===== config.mk =====
export PLATFORM = sky130hd
export DESIGN_NAME = pipeline_ctrl
export DESIGN_NICKNAME = d
export VERILOG_FILES = /design/src/rtl/pipeline_ctrl.sv
export SDC_FILE = /design/constraint.sdc
export NUM_CORES = 1
export LEC_CHECK = 0
export ABC_AREA = 0
export CELL_PAD_IN_SITES_DETAIL_PLACEMENT = 0
export CELL_PAD_IN_SITES_GLOBAL_PLACEMENT = 2
export CORE_ASPECT_RATIO = 0.9
export CORE_UTILIZATION = 26
export DETAILED_ROUTE_END_ITERATION = 6
export GPL_ROUTABILITY_DRIVEN = 0
export GPL_TIMING_DRIVEN = 0
export PLACE_DENSITY = 0.86
export SLEW_MARGIN = 25
export SYNTH_ARGS = -nofsm -noshare
export SYNTH_HDL_FRONTEND = slang
export SYNTH_SLANG_ARGS = --single-unit
export TNS_END_PERCENT = 10

===== constraint.sdc =====
create_clock -name CLK -period 2.5 [get_ports CLK]
set_input_delay 0.375 -clock CLK [delete_from_list [all_inputs] [get_ports CLK]]
set_output_delay 0.375 -clock CLK [all_outputs]
set_load 0.01 [all_outputs]

===== src/rtl/pipeline_ctrl.sv =====
// pipeline_ctrl: stall/flush sequencer for the five-stage pipeline.
// It decides each cycle which pipeline latches capture, hold or take a
// bubble, and it gates the PC. The decision comes from cache hits,
// load-use hazards, taken branches/jumps and halt. The block also runs
// the halt drain sequence and keeps a saturating stall-cycle counter.
//
// Ports:
//   CLK, nRST                      clock (rising edge), async active-low reset
//   ihit, dhit                     fetch / data access completed this cycle
//   mem_dREN, mem_dWEN             MEM-stage data read / write request
//   ex_dREN, ex_wsel               load in EX and its destination register
//   id_rs, id_rt, id_uses_rt       ID source registers, rt actually read
//   ex_branch_taken, id_jump       taken branch/jr in EX, J/JAL in ID
//   mem_halt                       halt instruction in MEM
//   pc_en, *_en                    PC / pipeline latch capture enables
//   *_flush                        load a bubble (only meaningful with _en)
//   halt_out                       processor halted
//   stall_cnt                      saturating count of pc_en=0 cycles
module pipeline_ctrl #(
    parameter int unsigned DRAIN_CYCLES = 2,
    parameter int unsigned CNT_W        = 16
) (
    input  logic             CLK,
    input  logic             nRST,
    input  logic             ihit,
    input  logic             dhit,
    input  logic             mem_dREN,
    input  logic             mem_dWEN,
    input  logic             ex_dREN,
    input  logic [4:0]       ex_wsel,
    input  logic [4:0]       id_rs,
    input  logic [4:0]       id_rt,
    input  logic             id_uses_rt,
    input  logic             ex_branch_taken,
    input  logic             id_jump,
    input  logic             mem_halt,
    output logic             pc_en,
    output logic             ifid_en,
    output logic             idex_en,
    output logic             exmem_en,
    output logic             memwb_en,
    output logic             ifid_flush,
    output logic             idex_flush,
    output logic             exmem_flush,
    output logic             halt_out,
    output logic [CNT_W-1:0] stall_cnt
);

    typedef enum logic [1:0] {
        RUN    = 2'd0,
        DWAIT  = 2'd1,
        DRAIN  = 2'd2,
        HALTED = 2'd3
    } state_e;

    state_e           state_q, state_d;
    logic [2:0]       drain_q, drain_d;
    logic [CNT_W-1:0] stall_q, stall_d;

    logic dreq;
    logic luse;
    logic decode;    // apply the normal hazard/branch/jump decode this cycle
    logic fetch_ok;  // ihit as seen by that decode

    assign dreq = mem_dREN | mem_dWEN;
    assign luse = ex_dREN && (ex_wsel != 5'd0) &&
                  ((ex_wsel == id_rs) || (id_uses_rt && (ex_wsel == id_rt)));

    // State register
    always_ff @(posedge CLK or negedge nRST) begin
        if (!nRST) begin
            state_q <= RUN;
            drain_q <= '0;
            stall_q <= '0;
        end else begin
            state_q <= state_d;
            drain_q <= drain_d;
            stall_q <= stall_d;
        end
    end

    // Next-state logic
    always_comb begin
        state_d = state_q;
        drain_d = drain_q;
        unique case (state_q)
            RUN: begin
                if (mem_halt) begin
                    state_d = DRAIN;
                    drain_d = '0;
                end else if (dreq && !dhit) begin
                    state_d = DWAIT;
                end
            end
            DWAIT: begin
                if (dhit) state_d = RUN;
            end
            DRAIN: begin
                drain_d = drain_q + 3'd1;
                if (drain_q == 3'(DRAIN_CYCLES - 1)) state_d = HALTED;
            end
            HALTED: state_d = HALTED;
            default: state_d = RUN;
        endcase
    end

    // Output logic
    always_comb begin
        pc_en       = 1'b0;
        ifid_en     = 1'b0;
        idex_en     = 1'b0;
        exmem_en    = 1'b0;
        memwb_en    = 1'b0;
        ifid_flush  = 1'b0;
        idex_flush  = 1'b0;
        exmem_flush = 1'b0;
        halt_out    = 1'b0;
        decode      = 1'b0;
        fetch_ok    = ihit;

        unique case (state_q)
            RUN: begin
                if (mem_halt) begin
                    ifid_en     = 1'b1;
                    idex_en     = 1'b1;
                    exmem_en    = 1'b1;
                    memwb_en    = 1'b1;
                    ifid_flush  = 1'b1;
                    idex_flush  = 1'b1;
                    exmem_flush = 1'b1;
                end else if (!(dreq && !dhit)) begin
                    decode = 1'b1;
                end
            end
            DWAIT: begin
                // The release cycle decodes like RUN, but the fetch is
                // treated as complete regardless of ihit.
                if (dhit) begin
                    decode   = 1'b1;
                    fetch_ok = 1'b1;
                end
            end
            DRAIN: begin
                ifid_en     = 1'b1;
                idex_en     = 1'b1;
                exmem_en    = 1'b1;
                memwb_en    = 1'b1;
                ifid_flush  = 1'b1;
                idex_flush  = 1'b1;
                exmem_flush = 1'b1;
            end
            HALTED: halt_out = 1'b1;
            default: ;
        endcase

        if (decode) begin
            idex_en  = 1'b1;
            exmem_en = 1'b1;
            memwb_en = 1'b1;
            if (ex_branch_taken) begin
                // Squashes whatever sits in IF/ID, including a luse victim.
                pc_en      = 1'b1;
                ifid_en    = 1'b1;
                ifid_flush = 1'b1;
                idex_flush = 1'b1;
            end else if (!fetch_ok || luse) begin
                idex_flush = 1'b1;
            end else begin
                pc_en      = 1'b1;
                ifid_en    = 1'b1;
                ifid_flush = id_jump;
            end
        end
    end

    // Stall counter: saturating, only counts in RUN/DWAIT
    always_comb begin
        stall_d = stall_q;
        if ((state_q == RUN || state_q == DWAIT) && !pc_en && (stall_q != '1))
            stall_d = stall_q + 1'b1;
    end

    assign stall_cnt = stall_q;

endmodule


==> flow_metrics.tcl <==
set metrics [dict create \
    h-tree-depth 1 \
    crit_fanout 8 \
    end_kind "output pin" \
    cap_violations 0 \
    clock_skew_ns 0.00540 \
    grt_max_degree 22 \
    dp_cells 250 \
    synth_cell_types 37 \
    reg2reg_slack_ns 0.27 \
    ant_nets 0 \
    slew-limit-headroom 0.594 \
    ctsLongestPathBuffers 2 \
    clk_pin_slew_ns 0.08 \
    grt_use_total 0.123 \
    synth_edf_count 0 \
    pin_count 51 \
    post-route-min-period_ns 2.54 \
    ys_ff_latch 21 \
    synth-async-reset-ratio 1.00 \
    layout_setup_ws_ns -0.0398 \
    syn_inst 135 \
    viasPerCell 4.64 \
    cts_tree "done" \
    swShare 0.215 \
    die_w_um 77.7 \
    hold_buffers 0 \
    syn_nets 164 \
    die_h_um 70.1 \
    grt_pass1_vias 1173 \
    fmax_mhz 394 \
    final_max_slew_viol_count 0 \
    rows 24 \
    pwr-share-clk 0.349 \
    power.density_mw_per_mm2 313 \
    grt_overflow 0 \
    outcome "finished, violations left" \
    drt_pass1_iterations 4 \
    fin_crit_sh 1.02 \
    grt_antenna_before_repair 0 \
    ys.flop_type "dfrtp_1" \
    root_buffer "clkbuf_8" \
    die-area_sq_mm 0.00545 \
    coreArea_sq_mm 0.00489 \
    drive_above_1_share 0.150 \
    power_frac_comb 0.112 \
    crit_required_ns 2.12 \
    start_util 0.274 \
    hold_viol 0 \
    yosys_warnings 0 \
    switchingPower_mw 0.136 \
    grt_pass1_wl_um 5350 \
    drtIter0Drc 43 \
    synth_seq_area_share 0.392 \
    syn-cell-area_sq_mm 0.00134 \
    p_int_mw 0.494 \
    worst_ep_arrival_time_ns 2.16 \
    worstSetupPathType "input port to output pin" \
    seqPwrFrac 0.539 \
    finalSetupViolations 1 \
    violations "negative setup slack" \
    final_cells 258 \
    drc_errors 0 \
    num_antenna_cells 0 \
    rsz0062_at_grt "yes" \
    clk_latency_ns 0.26 \
    worstMarginPinSlew_ns 0.609 \
    io_buffers 50 \
    wl_per_cell_um 12.1 \
    nNetsFinal 223 \
    hold_class "input port to asynchronous set/reset pin" \
    ir_drop_uv 170 \
    pre_cts_slack_ns -0.654 \
    avgSynthCellArea_sq_um 9.93 \
    cp-start-kind "input port" \
    dp_hpwl_um 2410 \
    numCtsBuffers 3 \
    area_delta_synth_final_pct 50.1 \
    cellLeakagePower_nw 0.864 \
    vias 1196 \
    routed_wirelength_um 3120 \
    clock_sinks 21 \
]
repair_timing:
action,in CTS,in global routing
pin swaps,4,3
buffers inserted,0,5
endpoints found under the setup margin,6,14
resized for setup,18,7
cells in the final DEF, fill, tap and decap left out, types with 2 or more instances in the layout:
master / count
and3_1: 7
buf_2: 2
buf_4: 7
clkbuf_8: 3
clkdlybuf4s50_1: 38
dfrtp_1: 21
dlygate4sd2_1: 7
dlymetal6s2s_1: 2
ha_1: 3
inv_1: 6
mux2_2: 2
mux2i_1: 2
nand2_1: 7
nand3_1: 8
nand4_1: 2
nor2_1: 9
nor3_1: 4
nor4_2: 4
nor4b_1: 4
o21ai_0: 5
o21ai_1: 2
xor2_1: 23
worst max-delay path, stage by stage:
cell,delay (ns)
clkdlybuf4s50_1,0.41
xor2_1,0.16
nor4_2,0.20
a32oi_1,0.15
o31a_1,0.33
buf_12,0.15
or2_2,0.27
buf_6,0.12
power by group through the flow:
stage	registers, mW	logic [mW]	clock network (mW)
floorplan	0.346	0.0195	0
CTS	0.339	0.0733	0.232
global placement	0.346	0.0739	0
global route	0.339	0.0789	0.239
detailed placement	0.346	0.0750	0
finish	0.339	0.0707	0.220
flip-flops by register name, summed over array words and instances (netlist names):
name	count
drain_q	3
stall_cnt	16
state_q	2
metal layers:
| metal | share of wire | vias to the layer above | GRT usage |
|---|---|---|---|
| li1 | - | 592 | - |
| met1 | 0.45 | 556 | 0.157 |
| met2 | 0.47 | 44 | 0.202 |
| met3 | 0.064 | 4 | 0.0275 |
| met4 | 0.012 | 0 | 0.0440 |
| met5 | 0 | - | 0 |
path summary, 6_finish.rpt:
kind | from | depth (start not counted) | end
max in group asynchronous | nRST | 1 | state_q[1]
max reg2reg | state_q[1] | 9 | stall_cnt[3]
min reg2reg | stall_cnt[10] | 1 | stall_cnt[10]
min in group CLK | stall_cnt[10] | 1 | stall_cnt[10]
min | nRST | 1 | stall_cnt[6]
max | id_rt[4] | 8 | ifid_en
cell type report:
| cell class | instances | area (sq um) |
|---|---|---|
| clock buffer | 4 | 45.0 |
| timing repair buffer | 55 | 532 |
| sequential | 21 | 526 |
| inverter | 6 | 22.5 |
| buffer | 5 | 43.8 |
| fill | 497 | 2880 |
| multi-input combinational | 102 | 762 |
| tap | 65 | 81.3 |
stage by stage:
| stage | hold slack, ns | TNS [ns] | power [mW] | cell area (sq um) | utilization |
|---|---|---|---|---|---|
| 3_3_place_gp | 0.471 | -2.66 | 0.420 | 1920 | 0.393 |
| 4_1_cts | 0.491 | -0.0939 | 0.645 | 1950 | 0.398 |
| 5_1_grt | 0.109 | -0.193 | 0.657 | 2010 | 0.411 |
| 3_5_place_dp | 0.476 | -2.61 | 0.421 | 1920 | 0.393 |
| 6_report | 0.0629 | -0.0398 | 0.630 | 2010 | 0.411 |
| 2_1_floorplan | 0.0794 | 0 | 0.366 | 1340 | - |
cell usage after synthesis, types with 3 or more instances:
cell type | instances | area, sq um
nand2_1 | 7 | 26.3
o21ai_0 | 8 | 40.0
inv_1 | 6 | 22.5
nor4b_1 | 4 | 35.0
nand3_1 | 8 | 40.0
nor2_1 | 9 | 33.8
nor4_2 | 4 | 50.1
nor3_1 | 4 | 20.0
and3_1 | 7 | 43.8
xor2_1 | 23 | 201
ha_1 | 3 | 37.5
dfrtp_1 | 21 | 526
cell families after synthesis:
logic type,count (synthesis),share of synthesized area
muxes,4,0.0317
buffers and inverters,12,0.0513
AOI/OAI and AO/OA,17,0.0840
xor gates and xnor gates,24,0.157
and+or+nand+nor,54,0.256
DFF,21,0.392
adders and majority gates,3,0.0280
(Power assumes the default switching activity.)
